## src/rtl/ps2_rx_deserializer.sv

```systemverilog
// PS/2 receive front end: synchronizes and filters the raw keyboard lines, frames 11-bit
// packets into bytes, and flags bad frames and stalls. Define PS2_RX_PARITY_CHECK_EN to reject bad parity.
module ps2_rx_deserializer #(
  parameter int FILTER_LEN     = 4,
  parameter int TIMEOUT_CYCLES = 50000
) (
  input  logic       inclock,
  input  logic       reset,
  input  logic       ps2_clock,
  input  logic       ps2_data,
  output logic [7:0] received_data,
  output logic       received_data_en,
  output logic       frame_error,
  output logic       busy
);

  localparam logic [1:0] ST_IDLE   = 2'd0;
  localparam logic [1:0] ST_DATA   = 2'd1;
  localparam logic [1:0] ST_PARITY = 2'd2;
  localparam logic [1:0] ST_STOP   = 2'd3;

  localparam int         WD_W      = (TIMEOUT_CYCLES > 2) ? $clog2(TIMEOUT_CYCLES) : 1;
  localparam logic [WD_W-1:0] WD_LAST   = WD_W'(TIMEOUT_CYCLES - 2);
  localparam logic [3:0]      FILT_LAST = 4'(FILTER_LEN - 1);

  // Bit 0 is the PS/2 clock, bit 1 the PS/2 data line.
  logic [1:0] pin_raw;
  logic [1:0] pin_sync;

  assign pin_raw = {ps2_data, ps2_clock};

  genvar gi;
  generate
    for (gi = 0; gi < 2; gi++) begin : g_sync
      logic meta_q;
      logic sync_q;

      always_ff @(posedge inclock or posedge reset) begin
        if (reset) begin
          meta_q <= 1'b1;
          sync_q <= 1'b1;
        end else begin
          meta_q <= pin_raw[gi];
          sync_q <= meta_q;
        end
      end

      assign pin_sync[gi] = sync_q;
    end
  endgenerate

  logic       clk_s;
  logic       dat_s;
  assign clk_s = pin_sync[0];
  assign dat_s = pin_sync[1];

  // Clock deglitch: level only follows after FILTER_LEN consecutive disagreeing samples.
  logic       filt_q, filt_d;
  logic       filt_dly_q;
  logic [3:0] fcnt_q, fcnt_d;
  logic       strobe;

  always_comb begin
    filt_d = filt_q;
    fcnt_d = 4'd0;
    if (clk_s != filt_q) begin
      if (fcnt_q == FILT_LAST) begin
        filt_d = ~filt_q;
      end else begin
        fcnt_d = fcnt_q + 4'd1;
      end
    end
  end

  always_ff @(posedge inclock or posedge reset) begin
    if (reset) begin
      filt_q     <= 1'b1;
      filt_dly_q <= 1'b1;
      fcnt_q     <= 4'd0;
    end else begin
      filt_q     <= filt_d;
      filt_dly_q <= filt_q;
      fcnt_q     <= fcnt_d;
    end
  end

  assign strobe = filt_dly_q & ~filt_q;

  logic [1:0]      state_q, state_d;
  logic [7:0]      shift_q, shift_d;
  logic [2:0]      bit_cnt_q, bit_cnt_d;
  logic [WD_W-1:0] wd_q, wd_d;
  logic [7:0]      data_q, data_d;
  logic            en_q, en_d;
  logic            err_q, err_d;
  logic            frame_ok;

`ifdef PS2_RX_PARITY_CHECK_EN
  logic parity_q, parity_d;
  // Odd parity: data bits plus parity bit must contain an odd number of ones.
  assign frame_ok = dat_s & (^{shift_q, parity_q});
`else
  assign frame_ok = dat_s;
`endif

  always_comb begin
    state_d   = state_q;
    shift_d   = shift_q;
    bit_cnt_d = bit_cnt_q;
    data_d    = data_q;
    en_d      = 1'b0;
    err_d     = 1'b0;
`ifdef PS2_RX_PARITY_CHECK_EN
    parity_d  = parity_q;
`endif

    if (state_q == ST_IDLE || strobe) begin
      wd_d = '0;
    end else begin
      wd_d = wd_q + 1'b1;
    end

    if (strobe) begin
      case (state_q)
        ST_IDLE: begin
          if (!dat_s) begin
            state_d   = ST_DATA;
            bit_cnt_d = 3'd0;
          end
        end
        ST_DATA: begin
          shift_d   = {dat_s, shift_q[7:1]};
          bit_cnt_d = bit_cnt_q + 3'd1;
          if (bit_cnt_q == 3'd7) begin
            state_d = ST_PARITY;
          end
        end
        ST_PARITY: begin
`ifdef PS2_RX_PARITY_CHECK_EN
          parity_d = dat_s;
`endif
          state_d  = ST_STOP;
        end
        default: begin
          if (frame_ok) begin
            data_d = shift_q;
            en_d   = 1'b1;
          end else begin
            err_d  = 1'b1;
          end
          state_d = ST_IDLE;
        end
      endcase
    end else if (state_q != ST_IDLE && wd_q == WD_LAST) begin
      // Sender stalled mid-frame: abandon it so the next start bit is seen cleanly.
      err_d     = 1'b1;
      state_d   = ST_IDLE;
      shift_d   = 8'h00;
      bit_cnt_d = 3'd0;
      wd_d      = '0;
    end
  end

  always_ff @(posedge inclock or posedge reset) begin
    if (reset) begin
      state_q   <= ST_IDLE;
      shift_q   <= 8'h00;
      bit_cnt_q <= 3'd0;
      wd_q      <= '0;
      data_q    <= 8'h00;
      en_q      <= 1'b0;
      err_q     <= 1'b0;
`ifdef PS2_RX_PARITY_CHECK_EN
      parity_q  <= 1'b0;
`endif
    end else begin
      state_q   <= state_d;
      shift_q   <= shift_d;
      bit_cnt_q <= bit_cnt_d;
      wd_q      <= wd_d;
      data_q    <= data_d;
      en_q      <= en_d;
      err_q     <= err_d;
`ifdef PS2_RX_PARITY_CHECK_EN
      parity_q  <= parity_d;
`endif
    end
  end

  assign received_data    = data_q;
  assign received_data_en = en_q;
  assign frame_error      = err_q;
  assign busy             = (state_q != ST_IDLE);

endmodule
```

## config.mk

```make
export PLATFORM = sky130hd
export DESIGN_NAME = ps2_rx_deserializer
export DESIGN_NICKNAME = d
export VERILOG_FILES = /design/src/rtl/ps2_rx_deserializer.sv
export SDC_FILE = /design/constraint.sdc
export NUM_CORES = 1
export LEC_CHECK = 0
export CORE_MARGIN = 10
export CORE_UTILIZATION = 52
export CTS_CLUSTER_DIAMETER = 150
export DETAILED_ROUTE_END_ITERATION = 8
export HOLD_SLACK_MARGIN = 0.15
export PLACE_DENSITY = 0.84
export REMOVE_ABC_BUFFERS = 1
export SYNTH_ARGS = -nofsm -noshare
export SYNTH_HDL_FRONTEND = slang
export SYNTH_SLANG_ARGS = --single-unit
```

## constraint.sdc

```tcl
create_clock -name inclock -period 1.6 [get_ports inclock]
set_clock_uncertainty 0.1 [all_clocks]
set_input_delay 0.48 -clock inclock [delete_from_list [all_inputs] [get_ports inclock]]
set_output_delay 0.48 -clock inclock [all_outputs]
set_load 0.02 [all_outputs]
```

==> results of run 1 <==
## worst paths after layout
kind	cells past startpoint	slack [ns]	end	start
setup reg to reg	6	-0.24	shift_q[3]$_DFFE_PP0P_	wd_q[10]$_DFF_PP0_
setup / recovery	6	-0.24	shift_q[3]$_DFFE_PP0P_	wd_q[10]$_DFF_PP0_
hold / removal	0	0.27	clk_s$_DFF_PP1_	g_sync[0].meta_q$_DFF_PP1_
max in group asynchronous	3	0.69	dat_s$_DFF_PP1_	reset
min in group asynchronous	3	0.43	wd_q[6]$_DFF_PP0_	reset
hold reg to reg	0	0.27	clk_s$_DFF_PP1_	g_sync[0].meta_q$_DFF_PP1_
## worst max-delay path, delay by kind of cell, from the launching register on
| family | cells | cell delay (ns) |
|---|---|---|
| simple gates | 3 | 0.82 |
| compound gates | 1 | 0.05 |
| flops | 1 | 0.47 |
| buf+inv | 2 | 0.29 |
## final cells by class
| class | count | area [um2] | area share |
|---|---|---|---|
| clock buffers | 7 | 96.3 | 0.0304 |
| clock inverters | 1 | 5.00 | 0.00158 |
| inverters | 9 | 33.8 | 0.0106 |
| multi-input cells | 137 | 1250 | 0.395 |
| flip-flops and latches | 49 | 1230 | 0.389 |
| well taps | 50 | 62.6 | 0.0197 |
| repair buffers | 54 | 487 | 0.153 |
## flip-flops by register name, indices dropped and copies added (netlist names)
name,flops
frame_error,1
g_sync.meta_q,2
bit_cnt_q,3
dat_s,1
shift_q,8
filt_q,1
wd_q,16
clk_s,1
state_q,2
received_data_en,1
fcnt_q,4
received_data,8
filt_dly_q,1
## power by group through the flow
stage	Sequential (uW)	Clock, uW	Combinational, uW
5_1_grt	1720	861	2240
3_5_place_dp	1690	0	1350
3_3_place_gp	1680	0	1290
2_1_floorplan	1740	0	642
6_report	1690	792	2070
4_1_cts	1670	803	1530
## synth_stat cells (3+ instances only)
cell      n
o21ai_0   8
a21oi_1   3
nand4_1   3
nor2_1   23
buf_2     3
dfstp_2   6
nand3_1   7
nand2_1  26
ha_1      9
xnor2_1  12
mux2_2    9
xor2_1    3
dfrtp_1  43
nor3_1    8
inv_1     9
## routing by layer
layer | wire length, um | vias to the layer above | GRT usage
li1 | - | 791 | -
met4 | 150 | 0 | 0.0629
met1 | 1970 | 900 | 0.140
met3 | 262 | 12 | 0.0483
met2 | 3290 | 41 | 0.242
met5 | 0 | - | 0
## what timing repair did
item	4_1_cts	5_1_grt
gates resized for setup	53	80
endpoints found under the hold margin	0	0
cloned	1	1
pin swaps	12	25
buffers inserted	6	7
setup endpoints to repair	35	48
## cell families (layout without fill, tap and decap cells)
logic type               count (synthesis)  after routing  synth area share
AO/OA/AOI/OAI                           20             20            0.0591
multiplexers                             9              9            0.0465
flip-flops                              49             49             0.566
buffers and inverters                   14             71            0.0258
adder cells (fa/ha/maj)                  9              9            0.0517
XOR/XNOR                                15             15            0.0603
AND/OR/NAND/NOR                         84             84             0.191
## stage by stage
stage / utilization / area (um2) / power [uW] / hold slack, ns
final: 0.788 / 3170 / 4560 / 0.266
after global routing: 0.788 / 3170 / 4820 / 0.267
after CTS: 0.707 / 2850 / 4000 / 0.260
after detailed placement: 0.643 / 2590 / 3040 / 0.247
after global placement: 0.643 / 2590 / 2970 / 0.246
after floorplan: - / 2160 / 2380 / 0.245
==> metrics.yaml, run 1 <==
vias: 1744
synth-seq-cells: 49
status: "finished with violations"
ys.flop_type: "dfrtp_1"
stdcell_count: 307
ys_types: 36
p_clk_frac: 0.174
final_layout_size_suffix_gt1_frac: 0.482
grt_pass1_wl_um: 7980
leakagePower_uw: 0.00141
peakVddDrop_v: 0.00111
cts_root_buffer: "clkbuf_8"
switchingPower_uw: 1680
layout_commonest_cell: "dfrtp_1"
dr.pass1.iters: 4
yosysSeqAreaShare: 0.566
start_kind: "register"
nets: 269
required_ns: 1.70
cpPeakStageDelay_ns: 0.47
yosysTopAreaCell: "dfrtp_1"
worstMarginPinSlew_ns: 0.389
pwr-share-comb: 0.454
h-tree-depth: 2
final_cell_mix: "42 x dfrtp_1, 33 x buf_4, 25 x nand2_1"
drt-vias-per-instance: 5.68
cap_violations: 0
cts.sinks: 49
power-per-cell-area_nw_per_um2: 1440
ys_warn_count: 0
antenna_left: 0
die_width_um: 84.7
diodes: 0
clock.fmax_ghz: 0.543
swShare: 0.368
cts-buffers-inserted: 5
drtIter0Drc: 99
setup_violations: 31
synth-edff-count: 0
place_hpwl_um: 3000
grt-ovfl-total: 0
fin_crit_ns: 1.84
critPathMaxFanout: 5
place_congestion: 0.833
boundaryPins: 15
wl_um: 5680
synth_top_area_share: 0.494
placed_cells: 288
final_max_slew_viol_count: 0
rows: 23
die_y_um: 84.7
ctsHoldBuffers: 0
place.port_buffers: 14
fin_tns_setup_ns: -5.25
first_global_vias: 1737
crit_type: "reg -> reg"
synth_area_per_cell_um2: 10.9
antenna_found_initial: 0
syn_inst: 200
setup_ws_ns: -0.241
dp_slack_ns: -0.247
hp-class: "reg -> reg"
insertion_delay_ns: 0.31
p_seq_frac: 0.372
violations: "setup timing"
max_slew_margin: 0.739
wire_per_inst_um: 18.5
synth_area_um2: 2180
fillers: 240
start_util: 0.541
cts_buffer_depth: 2
worstPathArrival_ns: 1.95
fin_crit_sh: 1.15
track_usage: 0.137
async_reset_ff_frac: 1.00
syn_to_final_growth_pct: 45.6
cts_tree: "done"
ys_top_cells_by_area: "dfrtp_1 49%, dfstp_2 7.2%, ha_1 5.2%, xnor2_1 4.8%, mux2_2 4.6%"
endpoint_kind: "register"
die_area_um2: 7180
clk_pin_slew_ns: 0.09
path_cells: "nor3_1 -> nand4_1 -> nor3_2 -> buf_4 -> buf_12 -> o21ai_4"
post-route-drc-count: 0
p_int_uw: 2880
core_um2: 4030
rsz0062_at_grt: "true"
cpMaxStageDelayCell: "dfrtp_1"
timing.final.hold_violations: 0
grt_max_degree: 50
Power figures use the tool's default switching activity.
==> inputs of run 2 (changes only) <==
--- a/constraint.sdc
+++ b/constraint.sdc
@@ -4,2 +4,2 @@
 set_output_delay 0.48 -clock inclock [all_outputs]
-set_load 0.02 [all_outputs]
+set_load 0.01 [all_outputs]
==> metrics.yaml, run 2 (synthesis results as in run 1) <==
cpMaxStageDelayCell: "dfstp_2"
antenna_found_initial: 0  # unchanged
place_hpwl_um: 3140  # +4.5%
drt-vias-per-instance: 5.71  # +0.58%
fin_crit_ns: 1.77  # -0.0670 ns
max_slew_margin: 0.723  # -0.0162
post-route-drc-count: 0  # unchanged
cap_violations: 0  # unchanged
grt_max_degree: 16  # -68%
core_um2: 4030  # unchanged
start_kind: "register"
rsz0062_at_grt: "true"
placed_cells: 291  # +1.0%
start_util: 0.541  # unchanged
status: "finished with violations"
hp-class: "reg -> reg"
boundaryPins: 15  # unchanged
fin_tns_setup_ns: -2.77  # +2.48 ns
die_area_um2: 7180  # unchanged
nets: 273  # +1.5%
drtIter0Drc: 135  # +36%
die_y_um: 84.7  # unchanged
diodes: 0  # unchanged
vias: 1777  # +1.9%
peakVddDrop_v: 0.00100  # -9.4%
cpPeakStageDelay_ns: 0.56  # +0.09 ns
largest_register_ffs: 16  # unchanged
endpoint_kind: "register"
cts.sinks: 49  # unchanged
wl_um: 5980  # +5.3%
first_global_vias: 1897  # +9.2%
track_usage: 0.151  # +0.0148
place.port_buffers: 14  # unchanged
cts-buffers-inserted: 5  # unchanged
required_ns: 1.71  # about the same
path_cells: "nor2b_4 -> buf_4 -> and3_1 -> nor2_1 -> a311oi_2"
clock.fmax_ghz: 0.564  # +3.8%
ctsHoldBuffers: 0  # unchanged
fillers: 234  # -2.5%
insertion_delay_ns: 0.32  # about the same
cts_root_buffer: "clkbuf_8"
final_layout_size_suffix_gt1_frac: 0.444  # -0.0380
stdcell_count: 311  # +1.3%
wire_per_inst_um: 19.2  # +4.0%
cts_buffer_depth: 2  # unchanged
clk_pin_slew_ns: 0.09  # about the same
critPathMaxFanout: 6  # +1
leakagePower_uw: 0.00143  # +1.6%
timing.final.hold_violations: 0  # unchanged
final_cell_mix: "43 x dfrtp_1, 35 x buf_4, 25 x nand2_1"
dr.pass1.iters: 5  # +1
worstMarginPinSlew_ns: 0.416  # +0.0272 ns
worstPathArrival_ns: 1.88  # -0.07 ns
layout_commonest_cell: "dfrtp_1"
fin_crit_sh: 1.11  # -0.0419
violations: "setup timing"
grt_pass1_wl_um: 8850  # +11%
syn_to_final_growth_pct: 44.7
antenna_left: 0  # unchanged
rows: 23  # unchanged
h-tree-depth: 2  # unchanged
die_width_um: 84.7  # unchanged
setup_violations: 32  # +3.2%
power-per-cell-area_nw_per_um2: 1520  # +6.0%
crit_type: "reg -> reg"
grt-ovfl-total: 0  # unchanged
final_max_slew_viol_count: 0  # unchanged
top_register: "wd_q"
setup_ws_ns: -0.174  # +0.0670 ns
place_congestion: 0.823  # -1.2%
cts_tree: "done"
dp_slack_ns: -0.202  # +0.0449 ns
-- run 2: cell types whose count changed in the layout (fill, tap and decap cells not counted), moves of 4 or more --
cell	previous run	this run
clkbuf_2	4	0
xnor2_2	6	1
clkdlybuf4s15_1	6	0
xnor2_1	6	11
buf_6	3	7
dlygate4sd2_1	0	10
-- run 2: layer usage --
metal  global-route usage  routed length [um]  vias to the layer above
met5                    0                   0                        -
met4               0.0808                 218                        0
met3               0.0435                 289                       24
met2                0.275                3280                       63
met1                0.151                2190                      890
li1                     -                   -                      800
-- run 2: layout make-up --
class                      count  area (um2)  share of cell area
sequential                    49        1230               0.391
multi-input combinational    137        1180               0.376
timing repair buffer          58         519               0.165
clock buffer                   6        82.6              0.0262
tap                           50        62.6              0.0198
clock inverter                 2        37.5              0.0119
inverter                       9        33.8              0.0107
-- run 2: per-stage QoR --
step / area, um2 / power, uW / hold WS, ns / util
2_1_floorplan: 2160 / 2340 / 0.245 / -
3_3_place_gp: 2610 / 2930 / 0.246 / 0.648
3_5_place_dp: 2610 / 3020 / 0.248 / 0.648
4_1_cts: 2890 / 4170 / 0.254 / 0.716
5_1_grt: 3150 / 5020 / 0.256 / 0.783
6_report: 3150 / 4800 / 0.249 / 0.783
-- run 2: critical path, delay by kind of cell (launching register included) --
family                 cells  cell delay (ns)
AO/OA/AOI/OAI              1             0.28
flip-flops                 1             0.56
AND/OR/NAND/NOR            3             0.54
buffers and inverters      1             0.18
-- run 2: final timing paths --
kind,from,endpoint,slack (ns),cells past startpoint
max,filt_dly_q$_DFF_PP1_,state_q[0]$_DFFE_PP0P_,-0.17,5
min,g_sync[0].meta_q$_DFF_PP1_,clk_s$_DFF_PP1_,0.25,0
max reg2reg,filt_dly_q$_DFF_PP1_,state_q[0]$_DFFE_PP0P_,-0.17,5
min reg2reg,g_sync[0].meta_q$_DFF_PP1_,clk_s$_DFF_PP1_,0.25,0
max in group asynchronous,reset,dat_s$_DFF_PP1_,0.62,3
min in group asynchronous,reset,shift_q[7]$_DFFE_PP0P_,0.32,2
-- run 2: timing repair --
item                       in CTS  in global routing
pin swaps                      12                 18
setup endpoints to repair      35                 40
gates resized for setup        56                 50
gates cloned                    2                  0
setup buffers                   5                  7
hold endpoints to repair        0                  0
-- run 2: power breakdown --
| part | total [uW] | leakage [uW] | internal [uW] | switching [uW] |
|---|---|---|---|---|
| logic | 2150 | 0.000729 | 1020 | 1140 |
| clock network | 936 | 0.0000574 | 508 | 428 |
| registers | 1710 | 0.000647 | 1520 | 194 |
